[src/rtl/alu_seq_ctrl.sv]
// alu_seq_ctrl: sequencer for the 16-bit ALU datapath. ADD/SUB run nibble-serially, logic/shift in one cycle.
// Optional macro ALU_SEQ_FLAGS_EN builds the res_carry/res_zero flag logic; otherwise both are tied to 0.
module alu_seq_ctrl #(
    parameter int WIDTH = 16,
    parameter int SLICE = 4
) (
    input  logic             clk,
    input  logic             rst_n,
    input  logic             cmd_valid,
    output logic             cmd_ready,
    input  logic [2:0]       cmd_op,
    input  logic [WIDTH-1:0] cmd_a,
    input  logic [WIDTH-1:0] cmd_b,
    output logic [2:0]       sel,
    output logic             busy,
    output logic             res_valid,
    input  logic             res_ready,
    output logic [WIDTH-1:0] res_data,
    output logic             res_carry,
    output logic             res_zero
);
    localparam int NSL = WIDTH / SLICE;
    localparam int KW  = (NSL > 1) ? $clog2(NSL) : 1;

    localparam logic [2:0] OP_SUB  = 3'b001;
    localparam logic [2:0] OP_AND  = 3'b010;
    localparam logic [2:0] OP_OR   = 3'b011;
    localparam logic [2:0] OP_XOR  = 3'b100;
    localparam logic [2:0] OP_NOTA = 3'b101;
    localparam logic [2:0] OP_SHL1 = 3'b110;
    localparam logic [2:0] OP_SHR1 = 3'b111;

    typedef enum logic [1:0] {IDLE = 2'd0, EXEC = 2'd1, DONE = 2'd2} state_t;

    state_t           state;
    logic [2:0]       op_q;
    logic [WIDTH-1:0] a_q;
    logic [WIDTH-1:0] b_q;
    logic [KW-1:0]    k;
    logic             carry_q;

    logic             is_arith;
    logic             last_slice;
    logic [SLICE-1:0] a_sl;
    logic [SLICE-1:0] b_sl;
    logic [SLICE:0]   slice_full;
    logic [WIDTH-1:0] arith_res;
    logic [WIDTH-1:0] logic_res;

    // ADD and SUB share opcode prefix 00; SUB's B is already inverted at latch time.
    assign is_arith   = (op_q[2:1] == 2'b00);
    assign last_slice = (k == KW'(NSL - 1));
    assign a_sl       = a_q[k*SLICE +: SLICE];
    assign b_sl       = b_q[k*SLICE +: SLICE];
    assign slice_full = {1'b0, a_sl} + {1'b0, b_sl} + {{SLICE{1'b0}}, carry_q};

    always_comb begin
        arith_res = res_data;
        arith_res[k*SLICE +: SLICE] = slice_full[SLICE-1:0];
    end

    always_comb begin
        logic_res = '0;
        case (op_q)
            OP_AND:  logic_res = a_q & b_q;
            OP_OR:   logic_res = a_q | b_q;
            OP_XOR:  logic_res = a_q ^ b_q;
            OP_NOTA: logic_res = ~a_q;
            OP_SHL1: logic_res = {a_q[WIDTH-2:0], 1'b0};
            OP_SHR1: logic_res = {1'b0, a_q[WIDTH-1:1]};
            default: logic_res = '0;
        endcase
    end

    always_ff @(posedge clk) begin
        if (!rst_n) begin
            state     <= IDLE;
            op_q      <= '0;
            a_q       <= '0;
            b_q       <= '0;
            k         <= '0;
            carry_q   <= 1'b0;
            sel       <= '0;
            busy      <= 1'b0;
            cmd_ready <= 1'b0;
            res_valid <= 1'b0;
            res_data  <= '0;
        end else begin
            case (state)
                IDLE: begin
                    cmd_ready <= 1'b1;
                    if (cmd_valid && cmd_ready) begin
                        op_q      <= cmd_op;
                        a_q       <= cmd_a;
                        b_q       <= (cmd_op == OP_SUB) ? ~cmd_b : cmd_b;
                        k         <= '0;
                        carry_q   <= (cmd_op == OP_SUB);
                        sel       <= cmd_op;
                        busy      <= 1'b1;
                        cmd_ready <= 1'b0;
                        state     <= EXEC;
                    end
                end
                EXEC: begin
                    if (is_arith) begin
                        res_data <= arith_res;
                        carry_q  <= slice_full[SLICE];
                        k        <= k + 1'b1;
                        if (last_slice) begin
                            res_valid <= 1'b1;
                            state     <= DONE;
                        end
                    end else begin
                        res_data  <= logic_res;
                        res_valid <= 1'b1;
                        state     <= DONE;
                    end
                end
                DONE: begin
                    if (res_ready) begin
                        res_valid <= 1'b0;
                        sel       <= '0;
                        busy      <= 1'b0;
                        cmd_ready <= 1'b1;
                        state     <= IDLE;
                    end
                end
                default: state <= IDLE;
            endcase
        end
    end

`ifdef ALU_SEQ_FLAGS_EN
    logic logic_carry;

    always_comb begin
        logic_carry = 1'b0;
        if (op_q == OP_SHL1) logic_carry = a_q[WIDTH-1];
        else if (op_q == OP_SHR1) logic_carry = a_q[0];
    end

    // Flags are captured on the same edge that enters DONE, so they stay aligned with res_data.
    always_ff @(posedge clk) begin
        if (!rst_n) begin
            res_carry <= 1'b0;
            res_zero  <= 1'b0;
        end else if (state == EXEC) begin
            if (is_arith) begin
                if (last_slice) begin
                    res_carry <= slice_full[SLICE];
                    res_zero  <= (arith_res == '0);
                end
            end else begin
                res_carry <= logic_carry;
                res_zero  <= (logic_res == '0);
            end
        end
    end
`else
    assign res_carry = 1'b0;
    assign res_zero  = 1'b0;
`endif

endmodule

[config.mk]
export PLATFORM = sky130hd
export DESIGN_NAME = alu_seq_ctrl
export DESIGN_NICKNAME = d
export VERILOG_FILES = /design/src/rtl/alu_seq_ctrl.sv
export SDC_FILE = /design/constraint.sdc
export NUM_CORES = 1
export LEC_CHECK = 0
export ABC_AREA = 1
export CAP_MARGIN = 30
export CORE_MARGIN = 5
export CORE_UTILIZATION = 64
export CTS_CLUSTER_DIAMETER = 100
export CTS_CLUSTER_SIZE = 24
export DETAILED_ROUTE_END_ITERATION = 10
export DONT_BUFFER_PORTS = 1
export PLACE_DENSITY = 0.8
export REMOVE_ABC_BUFFERS = 1
export SLEW_MARGIN = 10
export SYNTH_ARGS = -nofsm -noshare
export SYNTH_HDL_FRONTEND = slang
export SYNTH_SLANG_ARGS = --single-unit
[constraint.sdc]
create_clock -name clk -period 3.47 [get_ports clk]
set_input_delay 0.347 -clock clk [delete_from_list [all_inputs] [get_ports clk]]
set_output_delay 0.347 -clock clk [all_outputs]
set_load 0.02 [all_outputs]
==> results of run 1 <==
==> worst paths after layout <==
check,from,slack [ns],to
setup / recovery,k[1],0.73,res_data[6]
hold / removal,res_ready,0.14,cmd_ready
hold reg to reg,k[1],0.54,k[1]
setup reg to reg,k[1],0.73,res_data[6]
==> area by class of cell <==
type / instances / area [um^2]
Clock inverter: 7 / 123
Clock buffer: 9 / 124
Fill cell: 541 / 1970
Timing Repair Buffer: 4 / 30.0
Sequential cell: 62 / 1240
Multi-Input combinational cell: 427 / 2400
Inverter: 68 / 255
Tap cell: 77 / 96.3
==> layout by cell type (no fill, tap or decap), types with 2 or more instances in the layout <==
master	instances
bufinv_16	3
nor2_1	78
nand2_1	59
fa_1	2
nor3_1	2
xnor2_1	17
ha_1	39
buf_4	4
inv_1	61
dfxtp_1	62
a31oi_1	2
clkbuf_8	9
clkinv_4	2
clkinv_1	2
clkinvlp_4	2
a21oi_1	96
inv_2	5
o21ai_0	75
o21ai_1	7
conb_1	2
nor2_2	2
nand4_1	10
nand3_1	28
==> cells by family (layout without fill, tap and decap cells) <==
| family | after synthesis | after routing |
|---|---|---|
| other | 1 | 2 |
| buffers and inverters | 98 | 88 |
| and+or+nand+nor | 183 | 183 |
| DFF | 62 | 62 |
| xor gates and xnor gates | 17 | 17 |
| adders and majority gates | 41 | 41 |
| AOI/OAI and AO/OA | 184 | 184 |
==> stage by stage <==
| step | instance area, um^2 | power, mW | setup WS, ns | util | std cells |
|---|---|---|---|---|---|
| floorplan | 3890 | 1.06 | 0.588 | - | 557 |
| global placement | 4020 | 1.15 | 0.889 | 0.644 | 638 |
| detailed placement | 4020 | 1.16 | 0.800 | 0.644 | 638 |
| CTS | 4270 | 1.95 | 0.767 | 0.684 | 654 |
| global route | 4270 | 2.05 | 0.469 | 0.684 | 654 |
| finish | 4270 | 1.95 | 0.731 | 0.684 | 654 |
==> where the power goes <==
part           total (mW)  switching (mW)  internal [mW]
logic               0.312           0.204          0.108
registers           0.840          0.0772          0.763
clock network       0.799           0.320          0.479
total                1.95           0.601           1.35
==> metal layers <==
metal | track usage | vias up
met5 | 0 | -
met4 | 0.100 | 0
met3 | 0.0590 | 19
met2 | 0.471 | 165
met1 | 0.394 | 1736
li1 | - | 1912
==> state kept, by name, summed over array words and instances, names as in the netlist <==
name	cells
state	2
sel	3
op_q	3
cmd_ready	1
a_q	16
res_data	16
res_valid	1
b_q	16
carry_q	1
busy	1
k	2
==> worst max-delay path, stage by stage (launching register included) <==
cell,delay [ns]
dfxtp_1,0.34
inv_1,0.37
o21ai_0,0.17
a21oi_1,0.14
a21oi_1,0.08
fa_1,0.45
fa_1,0.42
xnor2_1,0.17
nor2_1,0.15
nand2_1,0.09
o21ai_0,0.15
nor2_1,0.06
nor2_1,0.09
==> results.md, run 1 <==
* N_diodes at 0
* IO Port Bufs at 0
* Later-pin clock latency in the skew report at 0.35 ns
* Min Hold Slack at 0.135 ns
* Synthesized cell area at 4040 um^2
* Synthesized instance count at 586
* P&R area growth vs syn at 5.74%
* Starting Density at 0.647
* Required time at the worst-slack endpoint at 3.77 ns
* Cell taking the most area after synthesis: dfxtp_1
* Met2 wire len at 5030 um
* CTS max path bufs at 2
* Worst Path Arrival at 3.04 ns
* Seq/Total Area, Yosys at 0.308
* Number of clock sinks at 62
* H-tree levels at 3
* Initial DRT Pass Iterations at 5
* Largest net degree at the start of global routing at 54
* Final min period at 2.74 ns
* Final Hold Vio Count at 0
* Clock skew at 0.0105 ns
* Fin crit share at 0.789
* Post-Synth XOR/XNOR Area at 0.0369
* Rows at 29
* Overall Global Routing Usage at 0.294
* Synth Warn # at 0
* Max layer used: met4
* Die area at 7990 um^2
* Share of layout cells above drive strength 1 at 0.0555
* Synth Area in Adders at 0.131
* Reg2Reg Depth at 12
* Peak VDD IR at 0.389 mV
* Post-CTS sizing at 0
* Most common cell in the synthesized netlist: a21oi_1
* I/O pin count at 63
* Setup bufs post-CTS at 0
* Measured slew at the worst slew-check pin at 0.908 ns
* Post-route DRC at 0
* Critical path fanouts, max at 18
* Met3 wire length at 991 um
* Final wirelength at 11100 um
* Nets at 652
* Slew headroom at 0.394
* Initial antenna violation count at 0
* Pleak at 1.86 nW
* CTS tree: yes
* Clock slew at the register clock pins of the worst setup and hold paths at 0.08 ns
* Final setup vio count at 0
* First-pass GRT wire length at 17900 um
* Syn Area/Cell at 6.89 um^2
* Status: complete, no violations
* Post-synth EDFFs at 0
* Worst Hold Depth at 2
* M1 WL at 4830 um
* Crit. End Element: flip-flop
* Main combinational cell family by area after synthesis: compound AO/OA/AOI/OAI gates
* Final Max Slew Viols at 0
* Simple logic cell fraction of the synthesized area at 0.192
* Commonest cells in the synthesized netlist: 96 x a21oi_1, 78 x nor2_1, 75 x o21ai_0
* Fin Setup TNS at 0 ns
* Top_reg_cell synth: dfxtp_1
* Hold_buf cts at 0
* CTS Buf Count at 9
* Max-Cap Viols at 0
* Die W at 89.4 um
* Compound-cell area share of the yosys netlist at 0.231
* Remaining Overflow, GRT at 0
* DIE HEIGHT at 89.4 um
* Drt wl/cell at 16.9 um
* Synth top area cells: dfxtp_1 31%, ha_1 12%, a21oi_1 12%, o21ai_0 9.3%, nor2_1 7.3%
* Post-synthesis cell type count at 30
* CP Launch Type: flip-flop
* Kind of critical path: reg2reg
* Hold/Removal Path Class: in2reg
* PD cells at 457 nW/um^2
* Number of synthesized register bits at 62
* Core area at 6240 um^2
* Placer Congestion at 0.934
* Post-DRT Antenna Nets at 0
* Root Buffer: clkbuf_8
* Multiplexer share of the synthesized area at 0
* Vias in the first global route at 3553
* Fmax achieved at 365 MHz
* Vias at 3832
* RSZ-0062 raised after global routing: false
* DPL Wire Length at 8110 um
* Number of DRC markers in iteration 0 at 249
* Ys async rst share at 0
* Avg Vias per Cell at 5.86
* Synth top area share at 0.308
No activity file was read; power rests on OpenSTA's default activity.
==> run 2: changes to the inputs <==
--- a/config.mk
+++ b/config.mk
@@ -8,12 +8,12 @@
 export ABC_AREA = 1
 export CAP_MARGIN = 30
 export CORE_MARGIN = 5
-export CORE_UTILIZATION = 64
+export CORE_UTILIZATION = 58
 export CTS_CLUSTER_DIAMETER = 100
 export CTS_CLUSTER_SIZE = 24
 export DETAILED_ROUTE_END_ITERATION = 10
 export DONT_BUFFER_PORTS = 1
-export PLACE_DENSITY = 0.8
+export PLACE_DENSITY = 0.76
 export REMOVE_ABC_BUFFERS = 1
 export SLEW_MARGIN = 10
 export SYNTH_ARGS = -nofsm -noshare
==> constraint.sdc (replaced) <==
create_clock -name clk -period 2.5 [get_ports clk]
set_input_delay 0.25 -clock clk [delete_from_list [all_inputs] [get_ports clk]]
set_output_delay 0.25 -clock clk [all_outputs]
set_load 0.02 [all_outputs]
==> run 2 against run 1 <==
  * Critical path depth is the same
  * Clock skew is essentially flat
  * Utilization shrank 3.8 points
  * First-iteration DRC count grew 22%
  * Routed wire length grew 2.9%
  * Total power grew 41%
  * Sequential power grew 38%
  * Non-clock buffer count grew 10
  * Combinational power grew 46%
  * Design area grew 2.8%
  * Clock power grew 41%
  * Largest power group unchanged
  * Worst hold slack lost 0.082 ns
==> results.md, run 2 (synthesis gave the netlist of run 1 again) <==
* Hold Crit Start: res_ready
* Reg2Reg Depth at 12 (unchanged)
* Fraction of power spent switching nets at 0.287 (-0.0209)
* CTS tree: yes
* Number of clock sinks at 62 (unchanged)
* Largest net degree at the start of global routing at 54 (unchanged)
* Clock share of power at 0.412 (+0.003)
* Vias at 3871 (+1.0%)
* Flop pwr share at 0.422 (-0.009)
* Slew headroom at 0.663 (+0.269)
* Fin crit share at 0.929 (+0.139)
* IO Port Bufs at 0 (unchanged)
* Number of DRC markers in iteration 0 at 303 (+22%)
* Initial DRT Pass Iterations at 6 (+1)
* Most common cell after layout, fill and taps aside: a21oi_1
* Final wirelength at 11400 um (+2.9%)
* Later-pin clock latency in the skew report at 0.34 ns (about the same)
* Clock skew at 0.0108 ns (+0.000288 ns)
* Measured slew at the worst slew-check pin at 0.505 ns (-0.403 ns)
* N_diodes at 0 (unchanged)
* Hold_buf cts at 0 (unchanged)
* Avg Vias per Cell at 5.68 (-3.1%)
* Crit. End Element: flip-flop
* RSZ-0062 raised after global routing: false
* Worst Path Arrival at 2.60 ns (-0.44 ns)
* Final min period at 2.32 ns (-0.418 ns)
* Final worst setup slack at 0.178 ns (-0.552 ns)
* Internal at 1.96 mW (+45%)
* CTS max path bufs at 2 (unchanged)
* Slack of the worst reg-to-reg path at 0.18 ns (-0.55 ns)
* Fmax achieved at 431 MHz (+18%)
* Share of layout cells above drive strength 1 at 0.0802 (+0.0247)
* Critical R2R Launch: k[1]
* Initial antenna violation count at 0 (unchanged)
* Core area at 6790 um^2 (+8.9%)
* Vias in the first global route at 3728 (+4.9%)
* First-pass GRT wire length at 18800 um (+5.4%)
* Root Buffer: clkbuf_8
* Peak VDD IR at 0.480 mV (+23%)
* Final Total Pwr at 2.75 mW (+41%)
* Die area at 8730 um^2 (+9.2%)
* Final Max Slew Viols at 0 (unchanged)
* Drt wl/cell at 16.7 um (-1.3%)
* Required time at the worst-slack endpoint at 2.78 ns (-0.99 ns)
* Status: complete, no violations
* DPL Wire Length at 8370 um (+3.2%)
* Final setup vio count at 0 (unchanged)
* Nets at 662 (+1.5%)
* Die W at 93.4 um (+4.5%)
* Net Sw Power at 0.790 mW (+31%)
* Final Hold Vio Count at 0 (unchanged)
* Post-route DRC at 0 (unchanged)
* H-tree levels at 3 (unchanged)
* Design Area, Final at 4390 um^2 (+2.8%)
* Hold/Removal Path Class: in2reg
* PD cells at 627 nW/um^2 (+37%)
* P&R area growth vs syn at 8.71%
* I/O pin count at 63 (unchanged)
* Placement Cell Area at 4120 um^2 (+2.5%)
* Hold Crit Endpoint: cmd_ready
* Comb pwr share at 0.166 (+0.006)
* CP Launch Type: flip-flop
* Rows at 30 (+3.4%)
* Critical path fanouts, max at 6 (-12)
* Top flop regs: a_q (16), b_q (16), res_data (16)
* Kind of critical path: reg2reg
* Worst Hold Depth at 2 (unchanged)
* Fin util at 0.646 (-0.0380)
* Max-Cap Viols at 0 (unchanged)
* Most frequent cells in the layout: 94 x a21oi_1, 78 x nor2_1, 74 x o21ai_0
* CTS Buf Count at 9 (unchanged)
* Min Hold Slack at 0.0531 ns (-0.0822 ns)
* Placer Congestion at 0.971 (+3.9%)
* Post-DRT Antenna Nets at 0 (unchanged)
* Clock slew at the register clock pins of the worst setup and hold paths at 0.07 ns (about the same)
* Starting Density at 0.594 (-0.0526)
* R2r endpoint: res_data[6]
* DIE HEIGHT at 93.4 um (+4.5%)
* Setup slack at placement at 0.0823 ns (-0.718 ns)
* Remaining Overflow, GRT at 0 (unchanged)
* Pleak at 1.92 nW (+3.1%)
* Overall Global Routing Usage at 0.275 (-0.0188)
-- run 2: cell count changes in the layout (fill, tap and decap cells not counted) --
cell,delta
clkbuf_8,+3
o21ai_0,-1
inv_2,+2
inv_1,-1
a21oi_2,+2
fa_1,-2
clkinv_4,-2
o21ai_1,+1
clkinvlp_4,-2
clkinv_1,-1
fa_2,+2
a21oi_1,-2
buf_4,+10
-- run 2: timing repair --
item / in CTS / in global routing
setup buffers: 0 / 0
setup endpoints to repair: 0 / 12
resized for setup: 0 / 7
-- run 2: layout make-up --
| cell class | count | area, um^2 |
|---|---|---|
| clock buffers | 12 | 165 |
| clock inverters | 3 | 90.1 |
| fillers | 638 | 2410 |
| inverters | 68 | 255 |
| multi-input cells | 427 | 2410 |
| flip-flops and latches | 62 | 1240 |
| well taps | 96 | 120 |
| repair buffers | 14 | 105 |
-- run 2: worst max-delay path by stage --
stage	start	to	slack [ns]
2_1_floorplan	k[0]	res_data[14]	-0.38
3_3_place_gp	k[1]	res_data[14]	0.19
3_5_place_dp	k[1]	res_data[14]	0.08
4_1_cts	k[1]	res_data[14]	0.05
5_1_grt	k[0]	res_data[3]	0.03
6_report	k[1]	res_data[6]	0.18
-- run 2: critical path, stage by stage, from the launching register on --
cell and delay [ns]:
dfxtp_1 0.36, inv_2 0.12, o21ai_0 0.11, a21oi_1 0.13, a21oi_1 0.08, fa_2 0.39
fa_2 0.36, xnor2_1 0.15, nor2_1 0.16, nand2_1 0.10, o21ai_0 0.17, nor2_1 0.06
nor2_1 0.08
-- run 2: stage by stage --
stage / TNS (ns) / instances
after floorplan: -2.87 / 557
after global placement: 0 / 667
after detailed placement: 0 / 667
after CTS: 0 / 682
after global routing: 0 / 682
final: 0 / 682
-- run 2: power groups by stage --
stage                     clock network, mW  registers [mW]  logic, mW
final                                  1.13            1.16      0.456
after global routing                   1.21            1.17      0.519
after CTS                              1.15            1.16      0.447
after detailed placement                  0            1.18      0.444
after global placement                    0            1.18      0.429
after floorplan                           0            1.16      0.314
-- run 2: layer usage --
layer | up-vias | GRT usage | part of all wire
met2 | 160 | 0.433 | 0.46
met4 | 0 | 0.0928 | 0.018
met1 | 1768 | 0.368 | 0.45
met3 | 19 | 0.0660 | 0.067
met5 | - | 0 | 0
li1 | 1924 | - | -
==> run 3: changes to the inputs <==
==> constraint.sdc (replaced) <==
create_clock -name clk -period 2.1 [get_ports clk]
set_input_delay 0.21 -clock clk [delete_from_list [all_inputs] [get_ports clk]]
set_output_delay 0.21 -clock clk [all_outputs]
set_load 0.02 [all_outputs]
==> run 3 against run 2 <==
  * The run now ends with setup timing left
  * Design area increased by 6.0%
  * Count of clock-buffer cells in the layout unchanged
  * Total power increased by 18%
  * Critical path depth unchanged
  * Sequential power increased by 19%
  * First-iteration DRC count decreased by 0.99%
  * Worst hold slack got worse by 0.051 ns
  * Setup slack got worse by 0.30 ns
  * Combinational power increased by 42%
==> results.md, run 3 (synthesis gave the netlist of run 1 again) <==
* Worst Path Buf+Inv at 1 (unchanged)
* Vias in the first global route at 3903 (+4.7%)
* Multi-input gate area at 2490 um^2 (+3.4%)
* Post-route DRC at 0 (unchanged)
* Pleak at 2.03 nW (+5.7%)
* Status: finished, violations left
* Rows at 30 (unchanged)
* Final Hold Vio Count at 0 (unchanged)
* # fillers at 582 (-8.8%)
* Critical path fanouts, max at 8 (+2)
* Fin crit share at 1.06 (+0.129)
* Most frequent cells in the layout: 86 x a21oi_1, 75 x nor2_1, 63 x o21ai_0
* Slew headroom at 0.657 (-0.00641)
* Clock share of power at 0.373 (-0.039)
* Initial DRT Pass Iterations at 6 (unchanged)
* DIE HEIGHT at 93.4 um (unchanged)
* CTS Buf Count at 9 (unchanged)
* Fraction of power spent switching nets at 0.307 (+0.0202)
* Vias at 4054 (+4.7%)
* CTS tree: yes
* P&R area growth vs syn at 15.2%
* Most common cell after layout, fill and taps aside: a21oi_1
* Post-DRT Antenna Nets at 0 (unchanged)
* Delay-heaviest family, CP: adder cells
* Crit. End Element: flip-flop
* Avg Vias per Cell at 5.74 (+1.2%)
* N_diodes at 0 (unchanged)
* Placed Cells at 686 (+2.8%)
* Final worst setup slack at -0.121 ns (-0.300 ns)
* Kind of critical path: reg2reg
* Final wirelength at 12300 um (+7.9%)
* CP Launch Type: flip-flop
* Top flop regs: a_q (16), b_q (16), res_data (16)
* Clock skew at 0.00540 ns (-0.00541 ns)
* Nets at 686 (+3.6%)
* Fin Setup TNS at -0.495 ns (-0.495 ns)
* Max-Cap Viols at 0 (unchanged)
* Peak VDD IR at 0.388 mV (-19%)
* DPL Wire Length at 8770 um (+4.8%)
* Failing checks: setup timing
* Measured slew at the worst slew-check pin at 0.514 ns (+0.00960 ns)
* Remaining Overflow, GRT at 0 (unchanged)
* Starting Density at 0.594 (unchanged)
* Number of clock sinks at 62 (unchanged)
* Worst Path Arrival at 2.51 ns (-0.09 ns)
* CTS max path bufs at 2 (unchanged)
* Drt wl/cell at 17.4 um (+4.3%)
* Worst Hold Depth at 2 (unchanged)
* Reg area at 1250 um^2 (+0.40%)
* Die W at 93.4 um (unchanged)
* Net Sw Power at 0.994 mW (+26%)
* RSZ-0062 raised after global routing: true
* Later-pin clock latency in the skew report at 0.35 ns (about the same)
* Final Max Slew Viols at 0 (unchanged)
* Setup slack at placement at -0.259 ns (-0.342 ns)
* Fmax achieved at 450 MHz (+4.5%)
* Placer Congestion at 0.996 (+2.6%)
* Root Buffer: clkbuf_8
* Final min period at 2.22 ns (-0.100 ns)
* Share of layout cells above drive strength 1 at 0.148 (+0.0673)
* Min Hold Slack at 0.00161 ns (-0.0514 ns)
* I/O pin count at 63 (unchanged)
* Die area at 8730 um^2 (unchanged)
* Max incr delay on CP at 0.40 ns (about the same)
* Flop pwr share at 0.427 (+0.005)
* First-pass GRT wire length at 19300 um (+2.5%)
* IO Port Bufs at 0 (unchanged)
* Comb pwr share at 0.200 (+0.034)
* H-tree levels at 3 (unchanged)
* Internal at 2.24 mW (+14%)
* Initial antenna violation count at 0 (unchanged)
* Worst path depth at 12 (unchanged)
* Core area at 6790 um^2 (unchanged)
* Crit-path slowest cell: fa_2
* Reg2Reg Depth at 12 (unchanged)
* Largest net degree at the start of global routing at 53 (-1.9%)
* Overall Global Routing Usage at 0.285 (+0.00988)
* Final setup vio count at 9 (+9)
* Hold/Removal Path Class: in2reg
* Number of DRC markers in iteration 0 at 300 (-0.99%)
* CP Cell Sequence: inv_8, o21ai_2, a21oi_2, a21oi_2, fa_2, fa_2, xnor2_2, nor2_2, nand2_1, o21ai_1, nor2_1, nor2_1
* PD cells at 696 nW/um^2 (+11%)
* Required time at the worst-slack endpoint at 2.39 ns (-0.39 ns)
* Clock slew at the register clock pins of the worst setup and hold paths at 0.07 ns (about the same)
* Final Non-Filler Cells at 706 (+3.5%)
run 3: cell types whose count changed in the layout (fill, tap and decap cells not counted), sizes merged:
cell and delta:
dlygate4sd3 +2, buf +22, clkinvlp +1, bufinv -1
run 3: routing by layer:
layer  up-vias  GRT usage  share of wire
met4         0      0.122          0.042
met5         -          0              0
met1      1836      0.363           0.43
met2       191      0.459           0.45
li1       1976          -              -
met3        51     0.0668          0.078
run 3: stage by stage:
stage | power, mW | area, um^2 | util
6_report | 3.23 | 4650 | 0.684
5_1_grt | 3.39 | 4650 | 0.684
4_1_cts | 3.20 | 4570 | 0.672
3_5_place_dp | 1.98 | 4260 | 0.627
3_3_place_gp | 1.96 | 4260 | 0.627
2_1_floorplan | 1.76 | 3890 | -
run 3: final timing paths:
path / startpoint / to / slack [ns]
max: k[0] / res_data[6] / -0.12
max reg2reg: k[0] / res_data[6] / -0.12
min reg2reg: sel[2] / sel[2] / 0.56
min: rst_n / carry_q / 0.002
run 3: power by group through the flow:
stage	registers, mW	clock network [mW]	logic (mW)
after global placement	1.40	0	0.564
after global routing	1.39	1.28	0.720
after CTS	1.37	1.21	0.615
after detailed placement	1.40	0	0.578
final	1.38	1.21	0.648
after floorplan	1.38	0	0.374
run 3: layout make-up:
cell class	instances	share of cell area
clock inverter	3	0.0145
clock buffer	12	0.0334
sequential	62	0.268
multi-input combinational	427	0.536
inverter	68	0.0571
tap	96	0.0258
timing repair buffer	38	0.0649
run 3: repair_timing:
| action | 4_1_cts | 5_1_grt |
|---|---|---|
| hold buffers | 1 | 1 |
| pin swaps | 4 | 15 |
| endpoints found under the setup margin | 14 | 16 |
| resized for setup | 22 | 27 |
| gates cloned | 0 | 0 |
| buffers inserted | 3 | 0 |
| hold endpoints to repair | 2 | 2 |
